<file path="src/rtl/tv_pkg.sv">
// Shared types and default parameters for the test-vector sequencer.
//   tv_state_e : sequencer FSM states (IDLE / RUN / DONE)
//   DEF_*      : default parameter values
package tv_pkg;

  typedef enum logic [1:0] {
    ST_IDLE = 2'd0,
    ST_RUN  = 2'd1,
    ST_DONE = 2'd2
  } tv_state_e;

  localparam int unsigned DEF_IN_W  = 4;
  localparam int unsigned DEF_OUT_W = 2;
  localparam int unsigned DEF_DEPTH = 8;
  localparam int unsigned DEF_HOLD  = 10;

endpackage

</file>
<file path="src/rtl/tv_store.sv">
// Vector storage: DEPTH entries of W bits, one synchronous write, one async read.
// Contents are deliberately not reset so loaded vectors survive rst.
//   clk     : clock
//   we      : write enable
//   waddr   : write address
//   wdata   : write data
//   raddr   : read address
//   rdata_c : combinational read data
module tv_store #(
  parameter  int unsigned W     = 6,
  parameter  int unsigned DEPTH = 8,
  localparam int unsigned AW    = $clog2(DEPTH)
) (
  input  logic          clk,
  input  logic          we,
  input  logic [AW-1:0] waddr,
  input  logic [W-1:0]  wdata,
  input  logic [AW-1:0] raddr,
  output logic [W-1:0]  rdata_c
);

  logic [W-1:0] mem [DEPTH];

  always_ff @(posedge clk) begin
    if (we) mem[waddr] <= wdata;
  end

  assign rdata_c = mem[raddr];

endmodule

</file>
<file path="src/rtl/tv_sequencer.sv">
// Test-vector sequencer: applies stored stimulus vectors to a DUT, holds each
// for HOLD cycles, compares the DUT response on the last hold cycle and counts
// mismatches. Supports single-pass and looping runs plus abort.
//   clk, rst                    : clock, async active-high reset
//   load_en/addr/vec/exp        : vector write port (ignored while running)
//   num_vec, loop, start, stop  : run control
//   dut_in, dut_out             : DUT stimulus / response
//   busy, done, mismatch        : status (mismatch is a 1-cycle pulse)
//   vec_idx, err_cnt            : current vector index, saturating error count
module tv_sequencer
  import tv_pkg::*;
#(
  parameter  int unsigned IN_W  = DEF_IN_W,
  parameter  int unsigned OUT_W = DEF_OUT_W,
  parameter  int unsigned DEPTH = DEF_DEPTH,
  parameter  int unsigned HOLD  = DEF_HOLD,
  localparam int unsigned AW    = $clog2(DEPTH)
) (
  input  logic             clk,
  input  logic             rst,
  input  logic             load_en,
  input  logic [AW-1:0]    load_addr,
  input  logic [IN_W-1:0]  load_vec,
  input  logic [OUT_W-1:0] load_exp,
  input  logic [AW:0]      num_vec,
  input  logic             loop,
  input  logic             start,
  input  logic             stop,
  output logic [IN_W-1:0]  dut_in,
  input  logic [OUT_W-1:0] dut_out,
  output logic             busy,
  output logic             done,
  output logic             mismatch,
  output logic [AW-1:0]    vec_idx,
  output logic [AW+7:0]    err_cnt
);

  localparam int unsigned W  = IN_W + OUT_W;
  localparam int unsigned HW = $clog2(HOLD + 1);
  localparam int unsigned NW = AW + 1;
  localparam int unsigned EW = AW + 8;

  tv_state_e        state_q, state_d;
  logic [NW-1:0]    n_q, n_d, n_start_c;
  logic [HW-1:0]    hold_q, hold_d;
  logic [OUT_W-1:0] exp_q, exp_d;
  logic [IN_W-1:0]  dut_in_d;
  logic             busy_d, done_d, mismatch_d;
  logic [AW-1:0]    vec_idx_d;
  logic [EW-1:0]    err_d;

  logic             we_c;
  logic [AW-1:0]    rd_addr_c;
  logic [W-1:0]     rd_data_c;
  logic             hold_last_c, last_vec_c;

  // Expected response is latched alongside dut_in, so a single read port suffices.
  tv_store #(.W(W), .DEPTH(DEPTH)) u_store (
    .clk     (clk),
    .we      (we_c),
    .waddr   (load_addr),
    .wdata   ({load_vec, load_exp}),
    .raddr   (rd_addr_c),
    .rdata_c (rd_data_c)
  );

  assign we_c        = load_en && (state_q != ST_RUN);
  assign hold_last_c = (hold_q == HW'(HOLD - 1));
  assign last_vec_c  = (NW'(vec_idx) == (n_q - NW'(1)));
  assign n_start_c   = (num_vec > NW'(DEPTH)) ? NW'(DEPTH) : num_vec;
  // Next entry to present: successor while mid-pass, otherwise entry 0 (start or wrap).
  assign rd_addr_c   = ((state_q == ST_RUN) && !last_vec_c) ? (vec_idx + AW'(1)) : '0;

  // State and output registers.
  always_ff @(posedge clk or posedge rst) begin
    if (rst) begin
      state_q  <= ST_IDLE;
      n_q      <= '0;
      hold_q   <= '0;
      exp_q    <= '0;
      dut_in   <= '0;
      busy     <= 1'b0;
      done     <= 1'b0;
      mismatch <= 1'b0;
      vec_idx  <= '0;
      err_cnt  <= '0;
    end else begin
      state_q  <= state_d;
      n_q      <= n_d;
      hold_q   <= hold_d;
      exp_q    <= exp_d;
      dut_in   <= dut_in_d;
      busy     <= busy_d;
      done     <= done_d;
      mismatch <= mismatch_d;
      vec_idx  <= vec_idx_d;
      err_cnt  <= err_d;
    end
  end

  // Next-state and next-output logic.
  always_comb begin
    state_d    = state_q;
    n_d        = n_q;
    hold_d     = hold_q;
    exp_d      = exp_q;
    dut_in_d   = dut_in;
    busy_d     = busy;
    done_d     = done;
    mismatch_d = 1'b0;
    vec_idx_d  = vec_idx;
    err_d      = err_cnt;

    case (state_q)
      ST_IDLE, ST_DONE: begin
        if (start) begin
          n_d       = n_start_c;
          err_d     = '0;
          vec_idx_d = '0;
          hold_d    = '0;
          if (n_start_c == '0) begin
            state_d = ST_DONE;
            busy_d  = 1'b0;
            done_d  = 1'b1;
          end else begin
            state_d  = ST_RUN;
            busy_d   = 1'b1;
            done_d   = 1'b0;
            dut_in_d = rd_data_c[W-1:OUT_W];
            exp_d    = rd_data_c[OUT_W-1:0];
          end
        end
      end

      ST_RUN: begin
        // Comparison on the final hold cycle lands even if stop aborts this edge.
        if (hold_last_c && (dut_out != exp_q)) begin
          mismatch_d = 1'b1;
          if (err_cnt != '1) err_d = err_cnt + EW'(1);
        end
        if (stop) begin
          state_d = ST_IDLE;
          busy_d  = 1'b0;
          done_d  = 1'b0;
        end else if (hold_last_c) begin
          hold_d = '0;
          if (last_vec_c && !loop) begin
            state_d = ST_DONE;
            busy_d  = 1'b0;
            done_d  = 1'b1;
          end else begin
            vec_idx_d = last_vec_c ? '0 : (vec_idx + AW'(1));
            dut_in_d  = rd_data_c[W-1:OUT_W];
            exp_d     = rd_data_c[OUT_W-1:0];
          end
        end else begin
          hold_d = hold_q + HW'(1);
        end
      end

      default: state_d = ST_IDLE;
    endcase
  end

endmodule

</file>
<file path="config.mk">
export PLATFORM = sky130hd
export DESIGN_NAME = tv_sequencer
export DESIGN_NICKNAME = d
export VERILOG_FILES = /design/src/rtl/tv_pkg.sv /design/src/rtl/tv_store.sv /design/src/rtl/tv_sequencer.sv
export SDC_FILE = /design/constraint.sdc
export NUM_CORES = 1
export LEC_CHECK = 0
export BUFFER_PORTS_ARGS = -buffer_cell sky130_fd_sc_hd__buf_2
export CORE_MARGIN = 1.5
export CORE_UTILIZATION = 40
export CTS_BUF_LIST = sky130_fd_sc_hd__clkbuf_4 sky130_fd_sc_hd__clkbuf_8
export CTS_CLUSTER_SIZE = 10
export DETAILED_ROUTE_END_ITERATION = 10
export HOLD_SLACK_MARGIN = 0.05
export SETUP_SLACK_MARGIN = 0.02
export SYNTH_ARGS = -nofsm -noshare
export SYNTH_HDL_FRONTEND = slang
export SYNTH_SLANG_ARGS = --single-unit
</file>
<file path="constraint.sdc">
create_clock -name clk -period 2.38 [get_ports clk]
set_clock_uncertainty 0.2 [all_clocks]
set_input_delay 0.238 -clock clk [delete_from_list [all_inputs] [get_ports clk]]
set_output_delay 0.238 -clock clk [all_outputs]
set_load 0.02 [all_outputs]
</file>
==> results.toml <==
[status]
outcome = "finished, final reports clean"

[floorplan]
dieWidth_um = 100
initial_core_util_pct = 41.1
fp.dieArea_um2 = 10000
core_area_um2 = 9200
fp.dieH_um = 100
row_count = 35
io_pins = 42

[synthesis]
synth_area_um2 = 3780
syn_inst = 322
synth-seq-cells = 81
synth.area.mux_share_pct = 4.34
yosysWarnings = 0
ys_async_sr_fraction_pct = 40.7
synth_compound_area_share_pct = 14.7
synth.distinct_cells = 49
synthSimpleGateAreaFrac_pct = 13.7
synth_fa_ha_area_share_pct = 1.66
synthXorXnorAreaFrac_pct = 3.02
synth_nets = 348
ys_seq_area_share_pct = 60.0
synth_edf_count = 48
yosys_most_used_dff = "edfxtp_1"
synth_top_family_by_area = "compound AO/OA/AOI/OAI gates"
syn_area_per_cell_um2 = 11.7

[drt]
ant_nets = 0
wl_met2_um = 4090
routed_via_density = 5.30
dr.max_layer_used = "met4"
drc = 0
drt_wl_total_um = 8360
first_pass_iters = 5
first_iter_violations = 132
vias = 2770
route.met3.wl_um = 373
wl_met1_um = 3830
wl_per_cell_um = 16.0

[timing]
rsz0062_at_grt = "true"
tightest_slew_ns = 0.504
setup_viol = 0
fin_crit_sh_pct = 97.6
hold_viol_final = 0
tns_ns = 0
fin_hold_ws_ns = 0.110
maxSlewHeadroom_pct = 66.3
period_minus_slack_ns = 2.32
maxSlewViolCount = 0
max_freq_mhz = 430

[clock_tree]
clk_pin_slew_ns = 0.09
worstSkewPairLatency_ns = 0.35
cts_sinks = 81
cts-htree-levels = 3
cts_made_buffers = 9
tritoncts = "built"
root_buffer = "clkbuf_8"
clk_path_buf_depth = 2

[final_layout]
final_nets = 433
insertedDiodeCount = 0
drive_above_1_share_pct = 26.9
fin_area_um2 = 4780
fin_util_pct = 51.9
syn_to_final_growth_pct = 26.5

[power]
p_switching_mw = 1.71
seq_power_share_pct = 37.0
power_frac_clock_pct = 25.4
leakage_nw = 1.93
p_per_area_nw_per_um2 = 1020
p_sw_share_pct = 35.2
irDropWorstVdd_mv = 0.533
p_int_mw = 3.15
pwr-share-comb_pct = 37.6

[global_routing]
antenna_found_initial = 0
grt_pass1_wl_um = 13400
grt_pass1_vias = 2691
gr-total-overflow = 0
track_usage_pct = 17.2
grt_max_degree = 34

[place]
routabilityCongestion = 0.829
io_buffer_count = 41
place_area_um2 = 4280
post-dp-hpwl_um = 5840

[worst_setup_path]
critPathKind = "register to register"
critPathRequiredTime_ns = 2.41
regToRegStartpoint = "n_q[0]"
crit_fanout = 5
crit_slowest_cell = "or3_4"
worstSetupStartpointType = "register"
max_stage_delay_ns = 0.38
cp_cell_sequence = "inv_1 -> ha_2 -> xor2_2 -> or3_4 -> a2111oi_4 -> buf_4 -> nor3b_4 -> a32oi_1 -> o21ai_1"
worstSetupEndpointType = "register"
startpoint = "n_q[0]"
cp_num_buf_inv = 2
arrival_ns = 2.35
crit_family = "compound AO/OA/AOI/OAI gates"

[hold_path]
hold_class = "primary input to register"
hold_start = "load_addr[1]"

[flow_run]
cap_violations = 0
-- power by group through the flow --
| stage | clock [mW] | sequential, mW | combinational (mW) |
|---|---|---|---|
| final | 1.23 | 1.79 | 1.82 |
| after global routing | 1.32 | 1.81 | 2.00 |
| after CTS | 1.26 | 1.79 | 1.72 |
| after detailed placement | 0 | 1.82 | 1.67 |
| after global placement | 0 | 1.81 | 1.66 |
| after floorplan | 0 | 1.89 | 1.02 |
-- flip-flops by register name (all words and copies together) (netlist names) --
register and cells:
state_q 2, n_q 4, busy 1, dut_in 4, hold_q 4, err_cnt 11
u_store.mem 48, exp_q 2, mismatch 1, done 1, vec_idx 3
-- layout by cell type (no fill, tap or decap), drive strengths merged, types with 2 or more instances in the layout --
master       instances
or3                  4
mux2i               13
o22ai                2
clkbuf               9
bufinv               3
buf                 73
dfrtp               33
nand3               21
nor3                 8
o21ai               15
edfxtp              48
a211oi               2
a31oi                2
ha                   5
a32oi                4
mux2                 3
nor2                30
nor4                 2
dlygate4sd3         14
nand2b               8
a21o                 5
o31ai                3
a21oi               17
o211ai               9
xor2                 8
o2bb2ai              5
and2                 2
nand3b               2
xnor2                5
a2bb2oi              6
inv                 10
nand2               26
-- layer usage --
metal  GRT usage, %  vias to the layer above
met5              0                        -
met4           4.55                        0
met3           5.36                        7
met2           28.1                       62
met1           22.3                     1333
li1               -                     1368
-- metrics by stage --
stage / setup slack (ns) / cells / power, mW
detailed placement: -0.0657 / 490 / 3.49
global route: -0.0629 / 523 / 5.13
finish: 0.0562 / 523 / 4.85
floorplan: 0.0146 / 322 / 2.92
CTS: 0.0197 / 521 / 4.77
global placement: 0.0159 / 490 / 3.47
-- worst register-to-register path, stage by stage, from the launching register on --
cell and delay [ns]:
dfrtp_1 0.36, inv_1 0.05, ha_2 0.19, xor2_2 0.16, or3_4 0.38, a2111oi_4 0.32
buf_4 0.19, nor3b_4 0.06, a32oi_1 0.20, o21ai_1 0.10
-- cell families (layout without fill, tap and decap cells) --
family / Yosys count / in the layout
compound gates: 77 / 78
xor+xnor: 13 / 13
fa+ha+maj: 5 / 5
buf+inv: 21 / 110
flops: 81 / 81
mux: 16 / 16
simple gates: 109 / 109
-- final timing paths --
kind,to,slack [ns],cells past startpoint
worst max-delay path,dut_in[2],0.06,9
worst min-delay path,u_store.mem[6][5],0.11,3
worst max register to register,dut_in[2],0.06,9
worst min register to register,dut_in[3],0.29,2
max in group asynchronous,n_q[0],1.36,4
min in group asynchronous,err_cnt[9],0.31,4
-- final cells by class --
type	instances	area, um2
clock buffer	9	124
clock inverter	7	124
fill	816	4420
inverter	7	26.3
multi-input combinational	221	1510
sequential	81	2270
tap	111	139
timing repair buffer	87	589
-- synthesized netlist by cell type, drive strengths merged (4+ instances only) --
cell type	n	area [um2]
a21oi	17	85.1
nor2	30	113
a32oi	4	35.0
dfrtp	33	826
buf	4	32.5
nand2	26	97.6
a2bb2oi	6	52.6
o2bb2ai	5	43.8
inv	7	26.3
o21ai	15	75.1
ha	5	62.6
xnor2	5	43.8
nand2b	8	50.1
mux2i	13	130
nand3	21	105
o211ai	9	72.6
or3	4	25.0
a21o	4	32.5
nor3	8	45.0
xor2	8	70.1
clkbuf	10	37.5
edfxtp	48	1440
-- timing repair --
item,4_1_cts,5_1_grt
gates resized for setup,7,16
hold buffers,14,0
setup endpoints to repair,11,13
hold endpoints to repair,87,0
cloned,0,1
pin swaps,2,4
setup buffers,1,1
Note: power is estimated with default switching activity, not from simulation.
